===== config.mk =====
export PLATFORM = sky130hd
export DESIGN_NAME = reset_sequencer_flat
export DESIGN_NICKNAME = d
export VERILOG_FILES = /design/src/rtl/reset_sequencer_pkg.sv /design/src/rtl/reset_sequencer_if.sv /design/src/rtl/bit_synchronizer.sv /design/src/rtl/reset_sequencer.sv /design/src/flat_wrapper.sv
export SDC_FILE = /design/constraint.sdc
export NUM_CORES = 1
export LEC_CHECK = 0
export CAP_MARGIN = 40
export CORE_MARGIN = 4
export CORE_UTILIZATION = 60
export CTS_BUF_LIST = sky130_fd_sc_hd__clkbuf_8
export CTS_CLUSTER_DIAMETER = 30
export DETAILED_ROUTE_END_ITERATION = 6
export PLACE_DENSITY = 0.9
export SLEW_MARGIN = 10
export SYNTH_ARGS = -nofsm -noshare
export SYNTH_HDL_FRONTEND = slang
export SYNTH_SLANG_ARGS = --single-unit

===== constraint.sdc =====
create_clock -name i_clock -period 7.1 [get_ports i_clock]
set_input_delay 2.13 -clock i_clock [delete_from_list [all_inputs] [get_ports i_clock]]
set_output_delay 2.13 -clock i_clock [all_outputs]
set_load 0.01 [all_outputs]

===== src/rtl/reset_sequencer_pkg.sv =====
// Shared types and helpers for the reset sequencer: FSM state encoding,
// microsecond-to-tick conversion and the restart-counter width.
package reset_sequencer_pkg;

  localparam int RESTART_COUNT_WIDTH = 8;

  typedef enum logic [1:0] {
    ST_PHY_RESET,
    ST_PHY_SETTLE,
    ST_RELEASE,
    ST_RUN
  } state_t;

  function automatic int us_to_ticks(input int clock_hz, input int us);
    return (clock_hz / 1000000) * us;
  endfunction

  function automatic int max4(input int a, input int b, input int c, input int d);
    int m;
    m = a;
    if (b > m) m = b;
    if (c > m) m = c;
    if (d > m) m = d;
    return m;
  endfunction

endpackage


===== src/rtl/reset_sequencer_if.sv =====
// Control/status bundle between the reset sequencer (master) and the
// logic that supplies lock/link status and consumes the domain resets (slave).
interface reset_sequencer_if #(
  parameter int P_CHANNELS = 4
);
  import reset_sequencer_pkg::*;

  logic                           i_soft_reset;
  logic [P_CHANNELS-1:0]          i_lock;
  logic                           i_link_up;
  logic                           o_phy_reset_n;
  logic [P_CHANNELS-1:0]          o_reset;
  logic                           o_ready;
  logic [RESTART_COUNT_WIDTH-1:0] o_restart_count;

  modport master (
    input  i_soft_reset, i_lock, i_link_up,
    output o_phy_reset_n, o_reset, o_ready, o_restart_count
  );

  modport slave (
    output i_soft_reset, i_lock, i_link_up,
    input  o_phy_reset_n, o_reset, o_ready, o_restart_count
  );

endinterface


===== src/rtl/bit_synchronizer.sv =====
// Two-flop synchroniser for asynchronous status bits; each bit is
// synchronised independently, so multi-bit inputs must not be buses.
module bit_synchronizer #(
  parameter int WIDTH = 1
) (
  input  logic             i_clock,
  input  logic             i_reset_n,
  input  logic [WIDTH-1:0] i_data,
  output logic [WIDTH-1:0] o_data
);

  logic [WIDTH-1:0] meta;

  // NOTE: flops use non-blocking assignments so both stages sample the
  // pre-edge values; blocking here would collapse the chain to one flop.
  always_ff @(posedge i_clock or negedge i_reset_n) begin
    if (!i_reset_n) begin
      meta   <= '0;
      o_data <= '0;
    end else begin
      meta   <= i_data;
      o_data <= meta;
    end
  end

endmodule


===== src/rtl/reset_sequencer.sv =====
// Power-on / recovery reset sequencer: PHY reset, settle, then lock-gated
// per-channel releases. Define RESET_SEQUENCER_LINK_WATCHDOG_EN for the link watchdog.
module reset_sequencer
  import reset_sequencer_pkg::*;
#(
  parameter int P_CLOCK_FREQUENCY_HZ = 125000000,
  parameter int P_CHANNELS           = 4,
  parameter int P_PHY_RESET_US       = 10000,
  parameter int P_PHY_SETTLE_US      = 20000,
  parameter int P_STAGE_TICKS        = 16,
  parameter int P_LINK_TIMEOUT_TICKS = 1000000
) (
  input  logic              i_clock,
  input  logic              i_reset_n,
  reset_sequencer_if.master bus
);

  localparam int PHY_TICKS    = us_to_ticks(P_CLOCK_FREQUENCY_HZ, P_PHY_RESET_US);
  localparam int SETTLE_TICKS = us_to_ticks(P_CLOCK_FREQUENCY_HZ, P_PHY_SETTLE_US);
  localparam int CNT_W        = $clog2(max4(PHY_TICKS, SETTLE_TICKS, P_STAGE_TICKS,
                                            P_LINK_TIMEOUT_TICKS) + 1);
  localparam int STAGE_W      = (P_CHANNELS > 1) ? $clog2(P_CHANNELS) : 1;

  localparam logic [CNT_W-1:0]   PHY_LAST    = CNT_W'(PHY_TICKS - 1);
  localparam logic [CNT_W-1:0]   SETTLE_LAST = CNT_W'(SETTLE_TICKS - 1);
  localparam logic [CNT_W-1:0]   STAGE_LAST  = CNT_W'(P_STAGE_TICKS - 1);
  localparam logic [STAGE_W-1:0] LAST_CH     = STAGE_W'(P_CHANNELS - 1);

  state_t                state;
  logic [CNT_W-1:0]      count;
  logic [STAGE_W-1:0]    stage;
  logic [P_CHANNELS-1:0] lock_sync;
  logic                  watchdog_fire;
  logic                  restart_req;
  logic                  loss_hit;
  logic [STAGE_W-1:0]    loss_idx;
  logic [P_CHANNELS-1:0] loss_mask;
  logic                  rel_fire;
  logic [STAGE_W-1:0]    rel_idx;

  bit_synchronizer #(.WIDTH(P_CHANNELS)) u_lock_sync (
    .i_clock  (i_clock),
    .i_reset_n(i_reset_n),
    .i_data   (bus.i_lock),
    .o_data   (lock_sync)
  );

`ifdef RESET_SEQUENCER_LINK_WATCHDOG_EN
  localparam logic [CNT_W-1:0] TIMEOUT_LAST = CNT_W'(P_LINK_TIMEOUT_TICKS - 1);

  logic             link_sync;
  logic [CNT_W-1:0] link_down_count;

  bit_synchronizer #(.WIDTH(1)) u_link_sync (
    .i_clock  (i_clock),
    .i_reset_n(i_reset_n),
    .i_data   (bus.i_link_up),
    .o_data   (link_sync)
  );

  always_ff @(posedge i_clock or negedge i_reset_n) begin
    if (!i_reset_n) begin
      link_down_count <= '0;
    end else if (state != ST_RUN || link_sync || watchdog_fire) begin
      link_down_count <= '0;
    end else begin
      link_down_count <= link_down_count + 1'b1;
    end
  end

  assign watchdog_fire = (state == ST_RUN) && !link_sync && (link_down_count == TIMEOUT_LAST);
`else
  logic unused_link_up;
  assign unused_link_up = bus.i_link_up;
  assign watchdog_fire  = 1'b0;
`endif

  assign restart_req = bus.i_soft_reset || watchdog_fire;

  // Lowest released channel whose lock has dropped; descending scan so index 0 wins.
  always_comb begin
    // NOTE: every combinational output gets a default first so no path infers a latch.
    loss_hit  = 1'b0;
    loss_idx  = '0;
    loss_mask = '0;
    if (state == ST_RELEASE || state == ST_RUN) begin
      for (int k = P_CHANNELS - 1; k >= 0; k--) begin
        if (!bus.o_reset[k] && !lock_sync[k]) begin
          loss_hit = 1'b1;
          loss_idx = STAGE_W'(k);
        end
      end
    end
    for (int k = 0; k < P_CHANNELS; k++) begin
      loss_mask[k] = (k >= int'(loss_idx));
    end
  end

  // Channel 0 may release on the very edge the settle time expires.
  always_comb begin
    rel_fire = 1'b0;
    rel_idx  = stage;
    if (state == ST_PHY_SETTLE) begin
      rel_idx  = '0;
      rel_fire = (count == SETTLE_LAST) && lock_sync[0];
    end else if (state == ST_RELEASE) begin
      rel_fire = lock_sync[stage] && (stage == '0 || count >= STAGE_LAST);
    end
  end

  always_ff @(posedge i_clock or negedge i_reset_n) begin
    if (!i_reset_n) begin
      state               <= ST_PHY_RESET;
      count               <= '0;
      stage               <= '0;
      bus.o_phy_reset_n   <= 1'b0;
      bus.o_reset         <= '1;
      bus.o_ready         <= 1'b0;
      bus.o_restart_count <= '0;
    end else if (restart_req) begin
      state             <= ST_PHY_RESET;
      count             <= '0;
      stage             <= '0;
      bus.o_phy_reset_n <= 1'b0;
      bus.o_reset       <= '1;
      bus.o_ready       <= 1'b0;
      if (bus.o_restart_count != '1) bus.o_restart_count <= bus.o_restart_count + 1'b1;
    end else if (loss_hit) begin
      state       <= ST_RELEASE;
      count       <= '0;
      stage       <= loss_idx;
      bus.o_reset <= bus.o_reset | loss_mask;
      bus.o_ready <= 1'b0;
      if (bus.o_restart_count != '1) bus.o_restart_count <= bus.o_restart_count + 1'b1;
    end else if (rel_fire) begin
      bus.o_reset[rel_idx] <= 1'b0;
      count                <= '0;
      if (rel_idx == LAST_CH) begin
        state       <= ST_RUN;
        bus.o_ready <= 1'b1;
      end else begin
        state <= ST_RELEASE;
        stage <= rel_idx + 1'b1;
      end
    end else begin
      case (state)
        ST_PHY_RESET: begin
          if (count == PHY_LAST) begin
            state             <= ST_PHY_SETTLE;
            count             <= '0;
            bus.o_phy_reset_n <= 1'b1;
          end else begin
            count <= count + 1'b1;
          end
        end
        ST_PHY_SETTLE: begin
          if (count == SETTLE_LAST) begin
            state <= ST_RELEASE;
            count <= '0;
            stage <= '0;
          end else begin
            count <= count + 1'b1;
          end
        end
        ST_RELEASE: begin
          if (count != '1) count <= count + 1'b1;
        end
        default: ;
      endcase
    end
  end

endmodule


===== src/flat_wrapper.sv =====
// flat-port wrapper written by rule: the top's interface ports become plain ports
module reset_sequencer_flat import reset_sequencer_pkg::*;
#(
  parameter int P_CLOCK_FREQUENCY_HZ = 125000000,
  parameter int P_CHANNELS           = 4,
  parameter int P_PHY_RESET_US       = 10000,
  parameter int P_PHY_SETTLE_US      = 20000,
  parameter int P_STAGE_TICKS        = 16,
  parameter int P_LINK_TIMEOUT_TICKS = 1000000
)
  (i_clock, i_reset_n, bus_i_soft_reset, bus_i_lock, bus_i_link_up, bus_o_phy_reset_n, bus_o_reset, bus_o_ready, bus_o_restart_count);
  reset_sequencer_if #(.P_CHANNELS(P_CHANNELS)) bus_i ();
  input  logic i_clock;
  input  logic i_reset_n;
  input wire logic [$bits(bus_i.i_soft_reset)-1:0] bus_i_soft_reset;
  input wire logic [$bits(bus_i.i_lock)-1:0] bus_i_lock;
  input wire logic [$bits(bus_i.i_link_up)-1:0] bus_i_link_up;
  output wire logic [$bits(bus_i.o_phy_reset_n)-1:0] bus_o_phy_reset_n;
  output wire logic [$bits(bus_i.o_reset)-1:0] bus_o_reset;
  output wire logic [$bits(bus_i.o_ready)-1:0] bus_o_ready;
  output wire logic [$bits(bus_i.o_restart_count)-1:0] bus_o_restart_count;
  assign bus_i.i_soft_reset = bus_i_soft_reset;
  assign bus_i.i_lock = bus_i_lock;
  assign bus_i.i_link_up = bus_i_link_up;
  assign bus_o_phy_reset_n = bus_i.o_phy_reset_n;
  assign bus_o_reset = bus_i.o_reset;
  assign bus_o_ready = bus_i.o_ready;
  assign bus_o_restart_count = bus_i.o_restart_count;
  reset_sequencer #(.P_CLOCK_FREQUENCY_HZ(P_CLOCK_FREQUENCY_HZ), .P_CHANNELS(P_CHANNELS), .P_PHY_RESET_US(P_PHY_RESET_US), .P_PHY_SETTLE_US(P_PHY_SETTLE_US), .P_STAGE_TICKS(P_STAGE_TICKS), .P_LINK_TIMEOUT_TICKS(P_LINK_TIMEOUT_TICKS)) u_core (.i_clock(i_clock), .i_reset_n(i_reset_n), .bus(bus_i));
endmodule

==> impl_metrics.tcl <==
set metrics [dict create \
    async_flop_share_pct 100 \
    clock-root-buffer "sky130_fd_sc_hd__clkbuf_8" \
    synth_adder_area_share_pct 4.47 \
    peak_ir_drop_on_the_vdd_network_mv 0.281 \
    final_layout_setup_total_negative_slack_ns 0 \
    synth_mux_area_share_pct 2.68 \
    crit_path_end_kind "register" \
    clk_path_buf_depth 2 \
    timing.final.crit_share_pct 55.2 \
    final_max_slew_viol_count 0 \
    grt_overflow_total 0 \
    path_clk_slew_ns 0.09 \
    cts_post_setup_buffers_inserted 0 \
    cts-htree-levels 2 \
    drc_errors 0 \
    ant_nets 0 \
    layout.cells.most_common_list "54 x sky130_fd_sc_hd__nand2_1, 44 x sky130_fd_sc_hd__dfrtp_1, 30 x sky130_fd_sc_hd__nand3_1" \
    timing.max_cap.violations 0 \
    final_setup_vio_count 0 \
    critical-path-top-delay-family "simple AND/OR/NAND/NOR gates" \
    synth.area.top_cells "sky130_fd_sc_hd__dfrtp_1 39%, sky130_fd_sc_hd__nand2_1 7.2%, sky130_fd_sc_hd__nand3_1 5.4%" \
    synth_simple_gate_area_share_pct 29.1 \
    grt_pass1_wl_mm 11.1 \
    initial_core_util_pct 63.0 \
    grt_start_max_net_pins 36 \
    synth_edf_count 0 \
    yosysTopAreaCellShare_pct 39.3 \
    post_synth_xor_area_fraction_pct 2.19 \
    drtIter0Drc 313 \
    max-slew-margin-rel_pct 44.2 \
    timing.critical_path.from_type "input pin" \
    synth-seq-cells 48 \
    fin_nets 358 \
    post_layout_cell_count 393 \
    postSynthAreaPerCell_sq_um 8.72 \
    wl_per_cell_um 16.6 \
    timing.fmax_mhz 255 \
    diode_insertion_count_for_antenna_repair 0 \
    drt-pass1-iter-count 6 \
    die_area_sq_um 5820 \
    ioPinCount 22 \
    reg2reg_setup_slack_ns 3.83 \
    synthCells 321 \
    chipHeight_um 76.3 \
    yosys_most_used_dff "sky130_fd_sc_hd__dfrtp_1" \
    report.power.total_mw 0.801 \
    layout_min_cycle_time_ns 3.92 \
    worst_path_max_delay_cell "sky130_fd_sc_hd__clkdlybuf4s50_1" \
    startpoint_of_the_worst_register_to_register_path "u_core.count[0]$_DFFE_PN0P_" \
    initial_antenna_violation_count 0 \
    avgViaCountPerCell 6.52 \
    global_route_usage_over_all_layers_pct 23.4 \
    min-delay-path-class "register to register" \
    synth_compound_gate_area_share_pct 15.0 \
    gp_congestion 0.868 \
    die_x_um 76.3 \
    synth.net_count 339 \
    outcome "finished clean" \
    routed-via-count 2564 \
    worst_case_hold_path_end_point "u_core.u_lock_sync.o_data[1]$_DFF_PN0_" \
    worstPathMaxFanout 22 \
    hpwlAfterDp_mm 4.62 \
    critical_path.cell_chain "clkdlybuf4s50_1 -> a211oi_1 -> nand2_1 -> or3_1 -> o22ai_1" \
    worstPathArrival_ns 4.15 \
    postCtsResizedCells 0 \
    min_delay_path_depth 0 \
    drive_above_1_share_pct 8.50 \
    setup.worst_path.class "input pin to register" \
    rr_endpoint "u_core.count[13]$_DFFE_PN0P_" \
    power_density_over_the_cells_nw_per_um2 253 \
    power_leakage_nw 1.29 \
    timing.hold.worst.start "u_core.u_lock_sync.meta[1]$_DFF_PN0_" \
    grt_setup_unrepaired "false" \
    tightestPinTransition_ns 0.816 \
    r2r.worst_path.cells 7 \
    tritoncts.num_buffers 5 \
    hold_ws_ns 0.357 \
    clock_tree_from_tritoncts "built" \
    wirelength_mm 6.53 \
    clock_sink_count 48 \
    syn_area_sq_um 2800 \
    final_core_utilization_pct 71.2 \
    postCtsHoldBufs 0 \
    placeable_core_area_sq_um 4440 \
    critical_path.max_stage_delay_ns 0.53 \
    clock_skew_ns 0.00447 \
    place.port_buffers 20 \
    area_growth_pct 13.1 \
    hold_viol_final 0 \
    clk-insertion-delay-late_ns 0.31 \
    timing.critical_path.required_ns 7.33 \
    synth.lib_cells_used.distinct 53 \
    rows 24 \
    yosys.area.top_type "sky130_fd_sc_hd__dfrtp_1" \
    synth_top_family_by_area "simple AND/OR/NAND/NOR gates" \
    ys.warnings.count 0 \
    mostFrequentLayoutCell "sky130_fd_sc_hd__nand2_1" \
    synth.yosys.seq_area_share_pct 43.1 \
    place.detailed.instances 385 \
    critical_path_buf_inv_count 1 \
    number_of_global_route_vias_before_repair 2375 \
]
-- cell families after synthesis --
logic type                 count (synthesis)
AOI/OAI and AO/OA                         64
DFF                                       48
xor gates and xnor gates                   7
buffers and inverters                     25
and+or+nand+nor                          161
adders and majority gates                 10
muxes                                      6
-- stage by stage --
step | cell area, sq um | setup slack, ns
floorplan | 2800 | 3.67
global placement | 3030 | 2.93
detailed placement | 3050 | 2.90
CTS | 3170 | 3.23
global route | 3170 | 3.07
finish | 3170 | 3.18
-- cells in the mapped netlist, drive strengths merged (2+ instances only) --
| cell | instances |
|---|---|
| nand3b | 2 |
| mux2 | 2 |
| and3 | 5 |
| o21ai | 6 |
| a211oi | 2 |
| nand3 | 30 |
| inv | 13 |
| a311o | 2 |
| clkbuf | 10 |
| and2 | 6 |
| nor2 | 22 |
| ha | 10 |
| and4 | 2 |
| a32oi | 2 |
| or2 | 3 |
| mux2i | 3 |
| o22ai | 5 |
| or4 | 5 |
| dfrtp | 44 |
| nand4 | 10 |
| a21oi | 13 |
| xnor2 | 6 |
| buf | 2 |
| or3 | 4 |
| dfstp | 4 |
| nand2 | 54 |
| a21o | 2 |
| nor4 | 2 |
| a31oi | 22 |
| nor3 | 11 |
-- routing by layer --
metal	vias to the layer above	GRT usage (%)	wire length [um]
li1	1207	-	-
met1	1231	30.1	2810
met2	119	39.3	3220
met3	7	4.26	409
met4	0	9.06	95
met5	-	0	0
-- worst max path at each step --
stage / startpoint / cells past startpoint / slack, ns / to
2_1_floorplan: bus_i_soft_reset / 4 / 3.67 / u_core.bus.o_restart_count[1]$_DFFE_PN0P_
3_3_place_gp: bus_i_soft_reset / 5 / 2.93 / u_core.count[13]$_DFFE_PN0P_
3_5_place_dp: bus_i_soft_reset / 5 / 2.90 / u_core.count[13]$_DFFE_PN0P_
4_1_cts: bus_i_soft_reset / 5 / 3.23 / u_core.count[13]$_DFFE_PN0P_
5_1_grt: bus_i_soft_reset / 5 / 3.07 / u_core.count[13]$_DFFE_PN0P_
6_report: bus_i_soft_reset / 5 / 3.18 / u_core.count[13]$_DFFE_PN0P_
-- worst register-to-register path, cell delays in order (launching register included) --
cell and delay [ns]:
sky130_fd_sc_hd__dfrtp_1 0.43, sky130_fd_sc_hd__ha_1 0.28, sky130_fd_sc_hd__and3_1 0.24, sky130_fd_sc_hd__a2111oi_0 0.74, sky130_fd_sc_hd__a311o_1 0.34, sky130_fd_sc_hd__nand2_1 0.48
sky130_fd_sc_hd__or3_1 0.53, sky130_fd_sc_hd__o22ai_1 0.16
-- state kept, by name, summed over array words and instances, names as in the netlist --
| register | count |
|---|---|
| u_core.bus.o_phy_reset_n | 1 |
| u_core.bus.o_ready | 1 |
| u_core.bus.o_reset | 4 |
| u_core.bus.o_restart_count | 8 |
| u_core.count | 22 |
| u_core.stage | 2 |
| u_core.state | 2 |
| u_core.u_lock_sync.meta | 4 |
| u_core.u_lock_sync.o_data | 4 |
-- report_power, final --
part	switching (mW)	internal, mW	leakage (nW)
logic	0.148	0.107	0.610
registers	0.0365	0.304	0.623
clock network	0.0987	0.106	0.0548
total	0.284	0.518	1.29
-- area by class of cell --
cell class | count | area [sq um]
Fill cell | 333 | 1280
Inverter | 13 | 48.8
Multi-Input combinational cell | 248 | 1500
Clock buffer | 5 | 68.8
Tap cell | 52 | 65.1
Clock inverter | 3 | 46.3
Sequential cell | 48 | 1210
Timing Repair Buffer | 24 | 235
Power figures use the tool's default switching activity.
